## config.mk

```make
export PLATFORM = sky130hd
export DESIGN_NAME = init_skid_buffer_flat
export DESIGN_NICKNAME = d
export VERILOG_FILES = /design/src/rtl/init_skid_buffer_if.sv /design/src/rtl/init_skid_buffer.sv /design/src/flat_wrapper.sv
export SDC_FILE = /design/constraint.sdc
export NUM_CORES = 1
export LEC_CHECK = 0
export CORE_MARGIN = 1
export CORE_UTILIZATION = 50
export CTS_BUF_LIST = sky130_fd_sc_hd__clkbuf_4 sky130_fd_sc_hd__clkbuf_8 sky130_fd_sc_hd__clkbuf_16
export DETAILED_ROUTE_END_ITERATION = 10
export HOLD_SLACK_MARGIN = 0.06
export MAX_ROUTING_LAYER = met4
export PLACE_DENSITY_LB_ADDON = 0.1
export SYNTH_ARGS = -nofsm -noshare
export SYNTH_HDL_FRONTEND = slang
export SYNTH_SLANG_ARGS = --single-unit
```

## constraint.sdc

```tcl
create_clock -name CLK -period 4.13 [get_ports CLK]
set_clock_uncertainty 0.15 [all_clocks]
set_input_delay 0.826 -clock CLK [delete_from_list [all_inputs] [get_ports CLK]]
set_output_delay 0.826 -clock CLK [all_outputs]
set_load 0.01 [all_outputs]
```

## src/rtl/init_skid_buffer_if.sv

```systemverilog
// rtl/init_skid_buffer_if.sv - valid/ready handshake bundle for init_skid_buffer
//
// Purpose: groups the upstream and downstream handshake signals of the skid buffer.
// Signals:
//   in_valid / in_ready / in_data     upstream handshake and data
//   out_valid / out_ready / out_data  downstream handshake and data
//   occupancy                         entries held by the buffer (0, 1 or 2)
// Modports:
//   slave  - the buffer side
//   master - the side that drives the buffer and consumes its output
interface init_skid_buffer_if #(
    parameter int WIDTH = 8
);
    logic             in_valid;
    logic             in_ready;
    logic [WIDTH-1:0] in_data;
    logic             out_valid;
    logic             out_ready;
    logic [WIDTH-1:0] out_data;
    logic [1:0]       occupancy;

    modport slave (
        input  in_valid, in_data, out_ready,
        output in_ready, out_valid, out_data, occupancy
    );

    modport master (
        output in_valid, in_data, out_ready,
        input  in_ready, out_valid, out_data, occupancy
    );
endinterface

```

## src/rtl/init_skid_buffer.sv

```systemverilog
// rtl/init_skid_buffer.sv - two-entry valid/ready skid buffer with INIT-valued preset flops
//
// Purpose: two-entry skid buffer with a registered in_ready. Every data flop
// powers up and presets to INIT, so each bit maps onto a preset or clear cell.
// Ports:
//   CLK     clock, rising edge
//   PRESET  asynchronous active-high reset; returns the buffer to EMPTY with data = INIT
//   SCLR    synchronous active-high clear (only with INIT_SKID_SCLR_EN defined)
//   bus     init_skid_buffer_if.slave: in_valid/in_ready/in_data,
//           out_valid/out_ready/out_data, occupancy
// Optional feature: define INIT_SKID_SCLR_EN to add the SCLR port.
module init_skid_buffer #(
    parameter int               WIDTH = 8,
    parameter logic [WIDTH-1:0] INIT  = {WIDTH{1'b0}}
) (
    input  logic              CLK,
    input  logic              PRESET,
`ifdef INIT_SKID_SCLR_EN
    input  logic              SCLR,
`endif
    init_skid_buffer_if.slave bus
);

    typedef enum logic [1:0] {
        EMPTY = 2'd0,
        ONE   = 2'd1,
        FULL  = 2'd2
    } state_t;

    state_t           state_q, state_d;
    logic [WIDTH-1:0] main_q, main_d;
    logic [WIDTH-1:0] skid_q, skid_d;
    logic             in_ready_q;
    logic             in_fire;
    logic             out_fire;
    logic             sclr;

`ifdef INIT_SKID_SCLR_EN
    assign sclr = SCLR;
`else
    assign sclr = 1'b0;
`endif

    assign in_fire  = bus.in_valid & in_ready_q;
    assign out_fire = (state_q != EMPTY) & bus.out_ready;

    // State register. in_ready is registered from the next state so it never
    // depends combinationally on out_ready.
    always_ff @(posedge CLK or posedge PRESET) begin
        if (PRESET) begin
            state_q    <= EMPTY;
            main_q     <= INIT;
            skid_q     <= INIT;
            in_ready_q <= 1'b0;
        end else begin
            state_q    <= state_d;
            main_q     <= main_d;
            skid_q     <= skid_d;
            in_ready_q <= (state_d != FULL);
        end
    end

    // Next-state and datapath loads. in_data is only selected under in_fire,
    // so an undriven bus never reaches the held registers.
    always_comb begin
        state_d = state_q;
        main_d  = main_q;
        skid_d  = skid_q;
        if (sclr) begin
            state_d = EMPTY;
            main_d  = INIT;
            skid_d  = INIT;
        end else begin
            case (state_q)
                EMPTY: begin
                    if (in_fire) begin
                        main_d  = bus.in_data;
                        state_d = ONE;
                    end
                end
                ONE: begin
                    if (in_fire && out_fire) begin
                        main_d = bus.in_data;
                    end else if (in_fire) begin
                        // Main is stalled: park the newer word in the skid slot.
                        skid_d  = bus.in_data;
                        state_d = FULL;
                    end else if (out_fire) begin
                        state_d = EMPTY;
                    end
                end
                FULL: begin
                    if (out_fire) begin
                        main_d  = skid_q;
                        state_d = ONE;
                    end
                end
                default: state_d = EMPTY;
            endcase
        end
    end

    // Outputs decode registered state only.
    always_comb begin
        bus.out_valid = (state_q != EMPTY);
        bus.occupancy = state_q;
        bus.in_ready  = in_ready_q;
        bus.out_data  = main_q;
    end

endmodule

```

## src/flat_wrapper.sv

```systemverilog
// flat-port wrapper written by rule: the top's interface ports become plain ports
module init_skid_buffer_flat 
#(
    parameter int               WIDTH = 8,
    parameter logic [WIDTH-1:0] INIT  = {WIDTH{1'b0}}
)
  (CLK, PRESET, bus_in_valid, bus_in_data, bus_out_ready, bus_in_ready, bus_out_valid, bus_out_data, bus_occupancy);
  init_skid_buffer_if #(.WIDTH(WIDTH)) bus_i ();
  input  logic CLK;
  input  logic PRESET;
  input wire logic [$bits(bus_i.in_valid)-1:0] bus_in_valid;
  input wire logic [$bits(bus_i.in_data)-1:0] bus_in_data;
  input wire logic [$bits(bus_i.out_ready)-1:0] bus_out_ready;
  output wire logic [$bits(bus_i.in_ready)-1:0] bus_in_ready;
  output wire logic [$bits(bus_i.out_valid)-1:0] bus_out_valid;
  output wire logic [$bits(bus_i.out_data)-1:0] bus_out_data;
  output wire logic [$bits(bus_i.occupancy)-1:0] bus_occupancy;
  assign bus_i.in_valid = bus_in_valid;
  assign bus_i.in_data = bus_in_data;
  assign bus_i.out_ready = bus_out_ready;
  assign bus_in_ready = bus_i.in_ready;
  assign bus_out_valid = bus_i.out_valid;
  assign bus_out_data = bus_i.out_data;
  assign bus_occupancy = bus_i.occupancy;
  init_skid_buffer #(.WIDTH(WIDTH), .INIT(INIT)) u_core (.CLK(CLK), .PRESET(PRESET), .bus(bus_i));
endmodule
```

## Yosys cells after proc, flatten, opt, wreduce, memory -nomap -nowiden

Index checks and enable logic that the tools add are counted.

| operators by class | value |
|---|---|
| bitwise operators | 3 |
| equality and inequality tests | 6 |
| reduce and logical (&&, ||, !) cells | 6 |
| muxes and demuxes | 10 |

Operator list:

| cell | number |
|---|---|
| 8-bit 2-to-1 mux | 3 |
| 8-bit case mux with 3 select lines | 1 |
| 2-bit 2-to-1 mux | 5 |
| 2-bit by 1-bit != test with 1-bit output, second input constant | 3 |
| 2-bit case mux with 3 select lines | 1 |
| 4-bit AND reduction | 1 |
| 3-bit AND reduction | 1 |
| 3-bit nonzero test | 1 |
| 1-bit AND | 2 |
| 2-bit by 1-bit == test with 1-bit output, second input constant | 1 |
| 2-bit == test, second input constant | 1 |
| 2-bit logical NOT | 1 |
| 2-bit != test, second input constant | 1 |
| 2-bit nonzero test | 1 |
| 1-bit logical AND | 1 |
| 1-bit NOT | 1 |

| storage, ports and cells | value |
|---|---|
| input bits | 12 |
| register bits after elaboration | 19 |
| word-level logic and storage cells | 29 |
| output and inout port bits | 12 |

## Logic depth before layout (Yosys ltp)

| logic depth | value |
|---|---|
| depth in word-level cells | 7 |
| gate-level depth with buffers | 4 |
| gate-level depth less buffers | 3 |

## Worst setup path after synthesis

OpenSTA, ideal clock, no wires.

| path | value |
|---|---|
| path type | input-to-reg |
| from | input port bus_in_valid |
| to | register u_core.skid_q[0] |
| stages on the path | 3 |
| buffers on the path | 0 |
| data arrival time | 1702 ps |
| setup time | 125 ps |
| setup slack | 2153 ps |
| data required time | 3855 ps |
| cells stage by stage | nand2_1 nor3b_4 mux2_2 |

| on the way | value |
|---|---|
| cells in the longest elaborated chain, start to end | 4 |

Ends and longest elaborated chain:

| element | RTL line | RTL |
|---|---|---|
| from (decl) | flat_wrapper.sv:11 | `input wire logic [$bits(bus_i.in_valid)-1:0] bus_in_valid;` |
| 1-bit AND (*) | init_skid_buffer.sv:44 | `assign in_fire = bus.in_valid & in_ready_q;` |
| 1-bit logical AND | init_skid_buffer.sv:82 | `if (in_fire && out_fire) begin` |
| 1-bit NOT (no line) | - |  |
| 3-bit AND reduction (no line) (*) | - |  |
| to (signal assigned) | init_skid_buffer.sv:58 | `skid_q <= skid_d;` |
| to (decl) | init_skid_buffer.sv:32 | `logic [WIDTH-1:0] skid_q, skid_d;` |

Every way passes the cells marked *; elsewhere a longest branch is shown, timed or not.
A chain may end at the register's enable or synchronous reset.

## Final worst setup path

| path | value |
|---|---|
| from | register u_core.state_q[1] (netlist: u_core.bus.occupancy[1]) |
| to | output port bus_out_valid |

| on the way | value |
|---|---|
| cells in the longest elaborated chain, start to end | 1 |

Ends and longest elaborated chain:

| element | RTL line | RTL |
|---|---|---|
| from (decl) | init_skid_buffer.sv:30 | `state_t state_q, state_d;` |
| from (signal assigned) | init_skid_buffer.sv:56 | `state_q <= state_d;` |
| 2-bit nonzero test | init_skid_buffer.sv:105 | `bus.out_valid = (state_q != EMPTY);` |
| to (decl) | flat_wrapper.sv:15 | `output wire logic [$bits(bus_i.out_valid)-1:0] bus_out_valid;` |

No other way between the ends.

==> run_results.csv <==
group,metric,value,unit
grt,overflow,0,
critical_path,max_stage_delay,0.49,ns
floorplan,die-height,44.80,um
final_layout,diodes,0,
floorplan,die_area,0.002007,mm2
clock_tree,cts_root_buf,"clkbuf_4",
final_layout,fillCellCount,138,
sta,rsz0062_at_grt,"false",
floorplan,die_x,44.80,um
critical_path,cp_cell_sequence,"or2_4, clkdlybuf4s50_1",
sta,slew_headroom,53.24,%
power,p_leak,0.5234,nW
grt,grt_pass1_vias,530,
clock_tree,cts_inserted_buffers,3,
power,p_per_area,638.6,mW/mm2
final_layout,drive_above_1_share,38.10,%
detailed_routing,wire_per_inst,12.72,um
job,drv_cap,0,
clock_tree,clk_pin_slew,0.10,ns
sta,fin_tns_setup,0,ns
grt,grt_max_degree,20,
clock_tree,htree_levels,1,
place,portBuffers,23,
critical_path,path_class,"flip-flop to primary output",
yosys,seq_area_frac_synth,51.91,%
sta,hold_violations,0,
place,gp_congestion,0.6622,
detailed_routing,vias,548,
critical_path,end_kind,"primary output",
detailed_routing,drc,0,
yosys,postSynthAreaPerCell,15.79,um2
sta,setup_viol_count_final,0,
detailed_routing,vias_per_cell,5.028,
critical_path,crit_slowest_cell,"dfrtp_1",
critical_path,crit_fanout,8,
detailed_routing,drt_pass1_iterations,2,
yosys,ys_seq_elements,19,
sta,setup_ws,1.596,ns
sta,finalCriticalPeriod,2.534,ns
floorplan,initial_utilization,53.04,%
critical_path,cp.required,3.15,ns
detailed_routing,ant_nets,0,
yosys,synth.distinct_cells,16,
yosys,syn-num-nets,70,
clock_tree,clock-sinks,19,
yosys,synth_warnings,0,
floorplan,rows,15,
power,finalPower,762.3,uW
clock_tree,cts_resized,0,
critical_path,cp.arrival,1.56,ns
yosys,syn_inst,58,
final_layout,area_growth,30.33,%
sta,max_freq,394.7,MHz
clock_tree,cts_max_path_buffers,2,
detailed_routing,drt_iter0_drc,3,
critical_path,startpoint_type,"flip-flop",
grt,grt_antenna_before_repair,0,
clock_tree,clk_latency,0.30,ns
clock_tree,post_cts_buffers,0,
sta,finalCritPeriodShare,61.35,%
power,irDropWorstVdd,0.3562,mV
place,dpl.hpwl,996.4,um
place,place_ws,1.507,ns
sta,worstMarginPinSlew,0.7006,ns
clock_tree,cts_hold_buf,0,
grt,grt_pass1_wl,2359,um
final_layout,final_util,69.13,%
final_layout,final_area,0.001194,mm2
floorplan,ios,24,
place,dp_cells,105,
place,placed_area,0.001166,mm2
final_layout,instances_no_fill,109,
min_path,hold_class,"flip-flop to flip-flop",
run_status,run_status,"finished clean",
grt,track_usage,17.17,%
final_layout,nNetsFinal,97,
detailed_routing,drt_wl_total,1386,um
yosys,syn_area,915.9,um2
sta,whs,0.3621,ns
floorplan,core_region_area,0.001727,mm2
clock_tree,cts_tree,"done",
sta,drv_slew,0,
==> cell usage after synthesis <==
| library cell | number | area, um2 |
|---|---|---|
| buf_6 | 1 | 11.26 |
| a21o_2 | 1 | 8.760 |
| mux2_4 | 9 | 135.1 |
| mux2i_1 | 1 | 10.01 |
| inv_1 | 2 | 7.510 |
| nand2_1 | 1 | 3.750 |
| nor2b_1 | 1 | 6.260 |
| o221ai_1 | 1 | 8.760 |
| mux2_2 | 15 | 168.9 |
| nor3b_4 | 1 | 18.77 |
| nand3b_1 | 1 | 7.510 |
| dfrtp_1 | 19 | 475.5 |
| nand2b_1 | 1 | 6.260 |
| o211ai_4 | 1 | 21.27 |
| nand4b_1 | 2 | 17.52 |
| or2_4 | 1 | 8.760 |
==> cells by family after synthesis <==
logic type      Yosys count  share of synthesized area (%)
flops                    19                          51.91
simple gates              8                          7.515
mux                      25                          34.29
compound gates            3                          4.235
buf+inv                   3                          2.049
==> layer usage <==
layer	share of wire [%]	routed length, um	track usage (%)
met2	42	583	24.12
met5	0	0	-
met1	51	712	23.36
met4	1.7	23	9.091
met3	4.8	66	3.600
==> layout by cell type (no fill, tap or decap), types with 2 or more instances in the layout <==
master	n
clkbuf_4	3
mux2_4	9
mux2_2	15
nand4b_1	2
clkdlybuf4s50_1	23
dfrtp_1	19
inv_1	2
==> path summary, 6_finish.rpt <==
kind                                    startpoint                      end  slack, ns  depth (start not counted)
setup / recovery           u_core.bus.occupancy[1]            bus_out_valid       1.60                          2
hold / removal              u_core.bus.out_data[5]   u_core.bus.out_data[5]       0.36                          1
setup reg to reg           u_core.bus.occupancy[1]   u_core.bus.out_data[0]       2.29                          3
hold reg to reg             u_core.bus.out_data[5]   u_core.bus.out_data[5]       0.36                          1
max in group asynchronous                   PRESET  u_core.bus.occupancy[0]       2.61                          2
min in group asynchronous                   PRESET   u_core.bus.out_data[0]       0.77                          2
==> critical path: cells and delay by family (launching register included) <==
| family | cells | cell delay (ns) |
|---|---|---|
| AND/OR/NAND/NOR | 1 | 0.29 |
| buffers and inverters | 1 | 0.48 |
| flip-flops | 1 | 0.49 |
==> layout make-up <==
cell class | instances | area, um2 | area share (%)
multi-input cells | 36 | 421.7 | 35.33
inverters | 2 | 7.507 | 0.6289
flip-flops and latches | 19 | 475.5 | 39.83
clock inverters | 1 | 5.005 | 0.4193
well taps | 25 | 31.28 | 2.621
repair buffers | 23 | 230.2 | 19.29
clock buffers | 3 | 22.52 | 1.887
==> power breakdown <==
group	internal (mW)	switching (mW)	total [mW]
Clock	0.0361	0.0575	0.0936
Sequential	0.274	0.0487	0.323
Combinational	0.228	0.118	0.346
Total	0.538	0.224	0.762
==> sequential cells by signal (all words and copies together), names as in the netlist <==
name                  flops
u_core.skid_q             8
u_core.bus.in_ready       1
u_core.bus.out_data       8
u_core.bus.occupancy      2
Power figures use the tool's default switching activity.
